### src/rtl/stage_tl.sv
// Translation-lookaside stage: registers the EXTL bundle into TLC and owns a small fully associative DTLB.
// Optional STAGE_TL_FLUSH_EN adds a dtlb_flush input that invalidates every entry.
module stage_tl #(
   parameter int unsigned DTLB_ENTRIES = 4,
   parameter int unsigned PAGE_BITS    = 12
) (
   input  logic        clk,
   input  logic        rst,
   input  logic        vm_en,
   input  logic        stall,
`ifdef STAGE_TL_FLUSH_EN
   input  logic        dtlb_flush,
`endif
   input  logic        ex_thread,
   input  logic        ex_isvalid,
   input  logic        ex_itlb_miss,
   input  logic [31:0] ex_pc,
   input  logic [31:0] ex_data,
   input  logic [31:0] ex_mul,
   input  logic [31:0] ex_r2,
   input  logic [4:0]  ex_dst,
   input  logic        ex_isequal,
   input  logic        ex_flag_mem,
   input  logic        ex_flag_store,
   input  logic        ex_flag_isbyte,
   input  logic        ex_flag_mul,
   input  logic        ex_flag_reg,
   input  logic        ex_flag_jump,
   input  logic        ex_flag_branch,
   input  logic        ex_flag_iret,
   input  logic [1:0]  ex_flag_tlbwrite,
   input  logic [31:0] ex_rm4,
   output logic        c_thread,
   output logic        c_isvalid,
   output logic        c_itlb_miss,
   output logic [31:0] c_pc,
   output logic [31:0] c_data,
   output logic [31:0] c_mul,
   output logic [31:0] c_r2,
   output logic [4:0]  c_dst,
   output logic        c_isequal,
   output logic        c_flag_mem,
   output logic        c_flag_store,
   output logic        c_flag_isbyte,
   output logic        c_flag_mul,
   output logic        c_flag_reg,
   output logic        c_flag_jump,
   output logic        c_flag_branch,
   output logic        c_flag_iret,
   output logic [1:0]  c_flag_tlbwrite,
   output logic [31:0] c_rm4,
   output logic [31:0] c_paddr,
   output logic        c_dtlb_miss
);

   localparam int unsigned VPN_W = 32 - PAGE_BITS;
   localparam int unsigned IDX_W = $clog2(DTLB_ENTRIES);
   localparam logic [1:0]  TLBW_DTLB = 2'd2;

   logic [DTLB_ENTRIES-1:0] valid_q;
   logic [VPN_W-1:0]        vpn_q [DTLB_ENTRIES];
   logic [VPN_W-1:0]        ppn_q [DTLB_ENTRIES];
   logic [IDX_W-1:0]        rr_q;

   logic [DTLB_ENTRIES-1:0] match_c;
   logic                    hit_c;
   logic [IDX_W-1:0]        hit_idx_c;
   logic [VPN_W-1:0]        hit_ppn_c;
   logic                    has_free_c;
   logic [IDX_W-1:0]        free_idx_c;
   logic [31:0]             paddr_c;
   logic                    miss_c;
   logic                    wr_en_c;
   logic [IDX_W-1:0]        wr_idx_c;
   logic                    use_rr_c;
   logic                    flush_c;

`ifdef STAGE_TL_FLUSH_EN
   assign flush_c = dtlb_flush;
`else
   assign flush_c = 1'b0;
`endif

   // Lookup against pre-write contents and write-target selection
   always_comb begin
      match_c    = '0;
      hit_idx_c  = '0;
      hit_ppn_c  = '0;
      has_free_c = 1'b0;
      free_idx_c = '0;
      for (int unsigned i = 0; i < DTLB_ENTRIES; i++) begin
         match_c[i] = valid_q[i] && (vpn_q[i] == ex_data[31:PAGE_BITS]);
         if (match_c[i]) begin
            hit_idx_c = IDX_W'(i);
            hit_ppn_c = ppn_q[i];
         end
      end
      // descending scan so the lowest free index wins
      for (int i = int'(DTLB_ENTRIES) - 1; i >= 0; i--) begin
         if (!valid_q[i]) begin
            has_free_c = 1'b1;
            free_idx_c = IDX_W'(i);
         end
      end
      hit_c    = (match_c != '0) && ((match_c & (match_c - DTLB_ENTRIES'(1))) == '0);
      paddr_c  = (vm_en && hit_c) ? {hit_ppn_c, ex_data[PAGE_BITS-1:0]} : ex_data;
      miss_c   = ex_isvalid && ex_flag_mem && vm_en && !hit_c;
      wr_en_c  = ex_isvalid && (ex_flag_tlbwrite == TLBW_DTLB) && !stall && !ex_itlb_miss;
      wr_idx_c = hit_c ? hit_idx_c : (has_free_c ? free_idx_c : rr_q);
      use_rr_c = wr_en_c && !hit_c && !has_free_c;
   end

   // TLB state; flush overrides a simultaneous write and ignores stall
   always_ff @(posedge clk or posedge rst) begin
      if (rst) begin
         valid_q <= '0;
         rr_q    <= '0;
         for (int unsigned i = 0; i < DTLB_ENTRIES; i++) begin
            vpn_q[i] <= '0;
            ppn_q[i] <= '0;
         end
      end else if (flush_c) begin
         valid_q <= '0;
         rr_q    <= '0;
      end else if (wr_en_c) begin
         valid_q[wr_idx_c] <= 1'b1;
         vpn_q[wr_idx_c]   <= ex_data[31:PAGE_BITS];
         ppn_q[wr_idx_c]   <= ex_r2[VPN_W-1:0];
         if (use_rr_c) begin
            rr_q <= rr_q + IDX_W'(1);
         end
      end
   end

   // TLC output register
   always_ff @(posedge clk or posedge rst) begin
      if (rst) begin
         c_thread        <= 1'b0;
         c_isvalid       <= 1'b0;
         c_itlb_miss     <= 1'b0;
         c_pc            <= '0;
         c_data          <= '0;
         c_mul           <= '0;
         c_r2            <= '0;
         c_dst           <= '0;
         c_isequal       <= 1'b0;
         c_flag_mem      <= 1'b0;
         c_flag_store    <= 1'b0;
         c_flag_isbyte   <= 1'b0;
         c_flag_mul      <= 1'b0;
         c_flag_reg      <= 1'b0;
         c_flag_jump     <= 1'b0;
         c_flag_branch   <= 1'b0;
         c_flag_iret     <= 1'b0;
         c_flag_tlbwrite <= '0;
         c_rm4           <= '0;
         c_paddr         <= '0;
         c_dtlb_miss     <= 1'b0;
      end else if (!stall) begin
         c_thread        <= ex_thread;
         c_isvalid       <= ex_isvalid;
         c_itlb_miss     <= ex_itlb_miss;
         c_pc            <= ex_pc;
         c_data          <= ex_data;
         c_mul           <= ex_mul;
         c_r2            <= ex_r2;
         c_dst           <= ex_dst;
         c_isequal       <= ex_isequal;
         c_flag_mem      <= ex_flag_mem;
         c_flag_store    <= ex_flag_store;
         c_flag_isbyte   <= ex_flag_isbyte;
         c_flag_mul      <= ex_flag_mul;
         c_flag_reg      <= ex_flag_reg;
         c_flag_jump     <= ex_flag_jump;
         c_flag_branch   <= ex_flag_branch;
         c_flag_iret     <= ex_flag_iret;
         c_flag_tlbwrite <= ex_flag_tlbwrite;
         c_rm4           <= ex_rm4;
         c_paddr         <= paddr_c;
         c_dtlb_miss     <= miss_c;
      end
   end

endmodule

### config.mk
export PLATFORM = sky130hd
export DESIGN_NAME = stage_tl
export DESIGN_NICKNAME = d
export VERILOG_FILES = /design/src/rtl/stage_tl.sv
export SDC_FILE = /design/constraint.sdc
export NUM_CORES = 1
export LEC_CHECK = 0
export CORE_MARGIN = 5
export CORE_UTILIZATION = 44
export DETAILED_ROUTE_END_ITERATION = 6
export PLACE_DENSITY = 0.69
export SLEW_MARGIN = 20
export SYNTH_ARGS = -nofsm -noshare
export SYNTH_HDL_FRONTEND = slang
export SYNTH_SLANG_ARGS = --single-unit
### constraint.sdc
create_clock -name clk -period 16.8 [get_ports clk]
set_input_delay 3.36 -clock clk [delete_from_list [all_inputs] [get_ports clk]]
set_output_delay 3.36 -clock clk [all_outputs]
set_load 0.01 [all_outputs]
## After elaboration in Yosys (flattened, before gate mapping)

Index checks and enable logic that the tools add are counted.

| storage, ports and cells | value |
|---|---|
| bits in registers | 378 |
| RAM bits | 0 |
| memories | 0 |
| memory bits (read-only) | 0 |
| bits in latches | 0 |

| operators by class | value |
|---|---|
| equal/unequal tests | 5 |
| order comparisons | 4 |
| shifts and indexed selects | 0 |
| reduce and logical (&&, ||, !) cells | 23 |
| muxes and demuxes | 24 |
| add/sub/neg operators | 2 |
| multipliers | 0 |
| bitwise logic cells | 3 |
| div/mod/pow operators | 0 |

Operators by type and width:

| cell | number |
|---|---|
| 80-bit bitwise mux | 2 |
| 20-bit two-way mux | 5 |
| 20-bit == test | 4 |
| 20-bit demux with 2-bit select | 1 |
| 32-bit two-way mux | 1 |
| 1-bit logical AND | 16 |
| 2-bit two-way mux | 8 |
| 1-bit two-way mux | 6 |
| 4-bit bitwise AND | 1 |
| 1-bit logical NOT | 4 |
| 4-bit logical NOT | 1 |
| 4-bit OR | 1 |
| 4-bit nonzero test | 1 |
| 4-bit by 1-bit subtractor with 4-bit output, second input constant | 1 |
| 3-bit greater-or-equal comparator, second input constant | 1 |
| 2-bit by 3-bit less-than comparator with 1-bit output, second input constant | 1 |
| 3-bit by 1-bit less-than comparator with 1-bit output, second input constant | 1 |
| 2-bit inverter with 3-bit output | 1 |
| 2-bit by 1-bit adder with 2-bit output, second input constant | 1 |
| 1-bit demux with 2-bit select | 1 |
| 2-bit == test, second input constant | 1 |
| 2-bit by 1-bit greater-or-equal comparator with 1-bit output, second input constant | 1 |
| 2-bit AND reduction | 1 |

## Logic depth before layout (Yosys ltp)

| logic depth | value |
|---|---|
| depth after elaboration | 13 |
| depth in mapped cells | 11 |

## Least setup slack after synthesis

OpenSTA, ideal clock, no wires.

| timing path | value |
|---|---|
| kind | input port to flip-flop |
| start point | input port ex_data[27] |
| end point | register ppn_q[29] (netlist name) |
| required time | 16.673 ns |
| stages on the path | 10 |
| setup time | 0.127 ns |
| arrival time | 5.658 ns |
| path slack | 11.015 ns |
| path through | buf_2 xor2_1 nor4_2 and4_1 nand2_2 a31oi_2 o211ai_2 nor4_4 buf_6 mux2_1 |

| on the way | value |
|---|---|
| cells in the longest elaborated chain, start to end | 13 |
| elaborated cells on any way between the ends | 24 |
| those cells by class | 1 x add/sub; 2 x order compare; 4 x eq/ne; 7 x mux; 2 x bitwise; 8 x reduce/logical |

Ends and longest elaborated chain:

| element | line | RTL |
|---|---|---|
| start, declared | 18 | `input logic [31:0] ex_data,` |
| 20-bit == test | 92 | `match_c[i] = valid_q[i] && (vpn_q[i] == ex_data[31:PAGE_BITS]);` |
| 1-bit logical AND | 92 |  |
| 4-bit by 1-bit subtractor with 4-bit output | 105 | `hit_c = (match_c != '0) && ((match_c & (match_c - DTLB_ENTRIES'(1))) == '0);` |
| 4-bit bitwise AND | 105 |  |
| 4-bit logical NOT | 105 |  |
| 1-bit logical AND | 105 |  |
| 2-bit two-way mux (*) | 109 | `wr_idx_c = hit_c ? hit_idx_c : (has_free_c ? free_idx_c : rr_q);` |
| 2-bit inverter with 3-bit output (implied by the code) (*) | 128 | `ppn_q[wr_idx_c] <= ex_r2[VPN_W-1:0];` |
| 3-bit greater-or-equal comparator (implied by the code) / 3-bit by 1-bit less-than comparator with 1-bit output (equally long branches) | 128 |  |
| 1-bit logical AND (implied by the code) | 128 |  |
| 20-bit two-way mux (implied by the code) | 128 |  |
| 20-bit demux with 2-bit select (*) | 128 |  |
| 80-bit bitwise mux (*) | 128 |  |
| end signal, assigned by index | 128 |  |
| end, declared | 62 | `logic [VPN_W-1:0] ppn_q [DTLB_ENTRIES];` |

Mark *: on every way between the ends. The rest lies on a longest branch, timed or not.
A chain may end at the register's enable or synchronous reset.

## Final worst setup path

| timing path | value |
|---|---|
| start point | input port ex_data[13] |
| end point | register vpn_q[18] (netlist name) |

| on the way | value |
|---|---|
| cells in the longest elaborated chain, start to end | 13 |
| elaborated cells on any way between the ends | 24 |
| those cells by class | 1 x add/sub; 2 x order compare; 4 x eq/ne; 7 x mux; 2 x bitwise; 8 x reduce/logical |

Ends and longest elaborated chain:

| element | line | RTL |
|---|---|---|
| 20-bit == test | 92 |  |
| 1-bit logical AND | 92 |  |
| 4-bit by 1-bit subtractor with 4-bit output | 105 |  |
| 4-bit bitwise AND | 105 |  |
| 4-bit logical NOT | 105 |  |
| 1-bit logical AND | 105 |  |
| 2-bit two-way mux (*) | 109 |  |
| 2-bit inverter with 3-bit output (implied by the code) (*) | 127 | `vpn_q[wr_idx_c] <= ex_data[31:PAGE_BITS];` |
| 3-bit greater-or-equal comparator (implied by the code) / 3-bit by 1-bit less-than comparator with 1-bit output (equally long branches) | 127 |  |
| 1-bit logical AND (implied by the code) | 127 |  |
| 20-bit two-way mux (implied by the code) | 127 |  |
| 20-bit demux with 2-bit select (*) | 127 |  |
| 80-bit bitwise mux (*) | 127 |  |
| end signal, assigned by index | 127 |  |
| end, declared | 61 | `logic [VPN_W-1:0] vpn_q [DTLB_ENTRIES];` |

Marks and branches as above.

==> summary.txt <==
Run status
  • Status: complete, no violations

STA
  • Min setup slack post-route: 9.12 ns
  • Final max-slew violation count: 0
  • Layout Skew: 0.0201 ns
  • Setup TNS: 0 ns
  • Period utilization: 45.7%
  • Worst hold slack: 0.484 ns
  • FMAX: 0.130 GHz
  • Fin crit period: 7.68 ns
  • Final hold vios: 0
  • Normalized max-slew margin: 25.7%
  • Slew at the pin closest to its max-slew limit: 1.12 ns
  • Setup-failing EPs final: 0
  • RSZ-0062 raised after global routing: no

CTS
  • CTS tree: built
  • Post-CTS sizing: 0
  • Post-CTS Setup Inserts: 0
  • Hold buffers post-CTS: 0
  • Root buf cell: clkbuf_16
  • H-Tree Depth: 2
  • Clock Pin Slew Worst Setup and Hold Paths: 0.06 ns
  • CTS Buf Count: 41
  • Clk_lat worst skew: 0.56 ns
  • Sink Count: 366
  • Clock buffer depth: 3

Detailed routing
  • # DRC: 0
  • Detailed Route WL: 44.6 mm
  • Initial DRC count: 409
  • Via-to-Cell Ratio: 5.17
  • Initial DRT Pass Iterations: 4
  • Via count: 10200
  • Average wire per standard cell: 22.6 µm
  • Routed Antenna Nets: 0

Power and ir drop
  • Peak VDD IR: 0.0770 mV
  • PwrDens: 116 nW/µm²
  • Leak Pwr: 9.69 nW

Critical path
  • R2R depth: 9
  • CP endpoint kind: flop
  • Startpoint Class: primary input
  • Reg2reg setup slack: 12.33 ns
  • Worst EP required: 17.24 ns
  • Worst R2R Start: vpn_q[5]
  • Worst R2R End: vpn_q[18]
  • Critical Path AT: 8.12 ns
  • Critical-path maximum fanout: 27
  • Crit path kind: in2reg

Synthesis
  • Cell taking the most area after synthesis: dfrtp_1
  • Top-count cell post-synth: dfrtp_1
  • Seq/Total Area, Yosys: 57.1%
  • Yosys cell types: 46
  • Syn_nets: 1287
  • Mapped Avg Cell Area: 14.5 µm²
  • Ys Warns: 0
  • Predominant post-synthesis flop cell: dfrtp_1
  • Synth Cell Area: 16000 µm²
  • Synth Register Bits: 366
  • EDFF count, synth: 0
  • Top cells by area, synth: dfrtp_1 (57%), mux2_2 (13%), mux2_4 (7.3%)
  • Syn Inst Count: 1104
  • Synth async-reset ratio: 100%
  • Post-synth top area share: 57.1%
  • Most common library cells after synthesis: dfrtp_1 (366), mux2_2 (182), mux2_1 (78), mux2_4 (78), xor2_1 (43)

Final layout
  • Filler instances: 2895
  • Syn-to-layout area delta: 35.1%
  • Final nets: 1655
  • Largest regs: ppn_q x80, vpn_q x80
  • Ratio of cells with drive above 1 in the final layout: 24.4%
  • N_diodes: 0

Floorplan
  • Placeable Area: 36300 µm²
  • Die area: 40400 µm²
  • Initial core utilization: 44.1%
  • Die H: 201 µm
  • Die X: 201 µm
  • I/O pin cnt: 395
  • Site row count: 70

GRT
  • GRT Util Overall: 21.8%
  • First-pass GRT wire length: 68.9 mm
  • Antenna violations before repair: 0
  • Vias in the first global route: 11200
  • Largest net degree at the start of global routing: 156
  • Total global routing overflow: 0

Placement
  • I/O Buffers: 394
  • DP Worst Slack: 8.56 ns
  • GP Congestion: 0.767
  • Post-detail-place hpwl: 31.2 mm

Worst hold path
  • Hold WC Path Type: reg2reg
  • Hold Crit Start: c_paddr[31]
  • Hold path cells: 2
  • Hold Crit Endpoint: c_paddr[31]

Job
  • Max-Cap Viols: 0
==> how the worst max path moves through the flow <==
stage,slack (ns),cells after the start,end,start
floorplan,3.28,1,c_data[0],rst
global placement,8.63,10,vpn_q[18],ex_data[13]
detailed placement,8.56,10,vpn_q[18],ex_data[19]
CTS,9.17,10,vpn_q[18],ex_data[19]
global route,8.83,10,vpn_q[18],ex_data[19]
finish,9.12,10,vpn_q[18],ex_data[13]
==> layout make-up <==
type	count	area [µm²]	share of cell area (%)
Clock buffer	59	1220	5.61
Clock inverter	17	225	1.04
Inverter	3	18.8	0.0866
Multi-Input combinational cell	650	6380	29.4
Sequential cell	366	9160	42.2
Tap cell	468	586	2.70
Timing Repair Buffer	410	4100	18.9
==> cells by family after synthesis <==
family / share of synthesized area (%)
AO/OA/AOI/OAI: 3.29
XOR/XNOR: 4.48
buffers and inverters: 3.27
flip-flops: 57.1
multiplexers: 28.0
AND/OR/NAND/NOR: 3.84
==> per-stage QoR <==
stage | power (mW) | cell area, µm² | instances | util, %
3_3_place_gp | 1.58 | 20200 | 1896 | 55.6
3_5_place_dp | 1.59 | 20200 | 1896 | 55.6
6_report | 2.52 | 21700 | 1973 | 59.7
5_1_grt | 2.63 | 21700 | 1973 | 59.7
2_1_floorplan | 1.36 | 16000 | 1104 | -
4_1_cts | 2.55 | 21700 | 1972 | 59.6
==> critical path, cell delays in order <==
cell             delay [ns]
clkdlybuf4s50_1        0.83
xnor2_1                0.19
nand4_1                0.13
nor4_2                 0.42
and2_1                 0.94
and3_1                 0.35
a211oi_4               0.09
o211ai_4               0.86
buf_4                  0.53
mux2_2                 0.39
==> placed cells by master, fill, tap and decap left out, drive strengths merged <==
cell / Yosys / layout
a211oi: 4 / 4
a21bo: 1 / 1
a21oi: 20 / 20
a311oi: 1 / 1
a31oi: 2 / 2
and2: 2 / 2
and3: 5 / 5
and4: 2 / 2
buf: 54 / 17
bufinv: 0 / 5
clkbuf: 31 / 59
clkdlybuf4s50: 0 / 393
clkinv: 0 / 8
clkinvlp: 0 / 3
dfrtp: 366 / 366
inv: 3 / 4
mux2: 338 / 338
mux2i: 40 / 40
nand2: 33 / 33
nand2b: 2 / 2
nand3: 5 / 5
nand4: 13 / 13
nor2: 24 / 24
nor3: 6 / 6
nor4: 13 / 13
nor4b: 1 / 1
o2111ai: 1 / 1
o211a: 1 / 1
o211ai: 7 / 7
o21ai: 22 / 22
o21bai: 1 / 1
o22ai: 19 / 19
o31ai: 1 / 1
or2: 3 / 3
or4b: 1 / 1
xnor2: 39 / 39
xor2: 43 / 43
==> report_power, final <==
group | internal [mW] | switching [mW] | leakage (nW) | total, mW
clock network | 0.582 | 0.366 | 0.704 | 0.948
logic | 0.277 | 0.193 | 4.42 | 0.470
registers | 1.02 | 0.0824 | 4.56 | 1.10
total | 1.88 | 0.641 | 9.69 | 2.52
==> layer usage <==
layer  wire length (µm)  global-route usage [%]
met3               3400                    7.40
met5                  0                       0
met1              17900                    26.6
met2              22300                    37.5
met4                932                    5.31
Note: power is estimated with default switching activity, not from simulation.
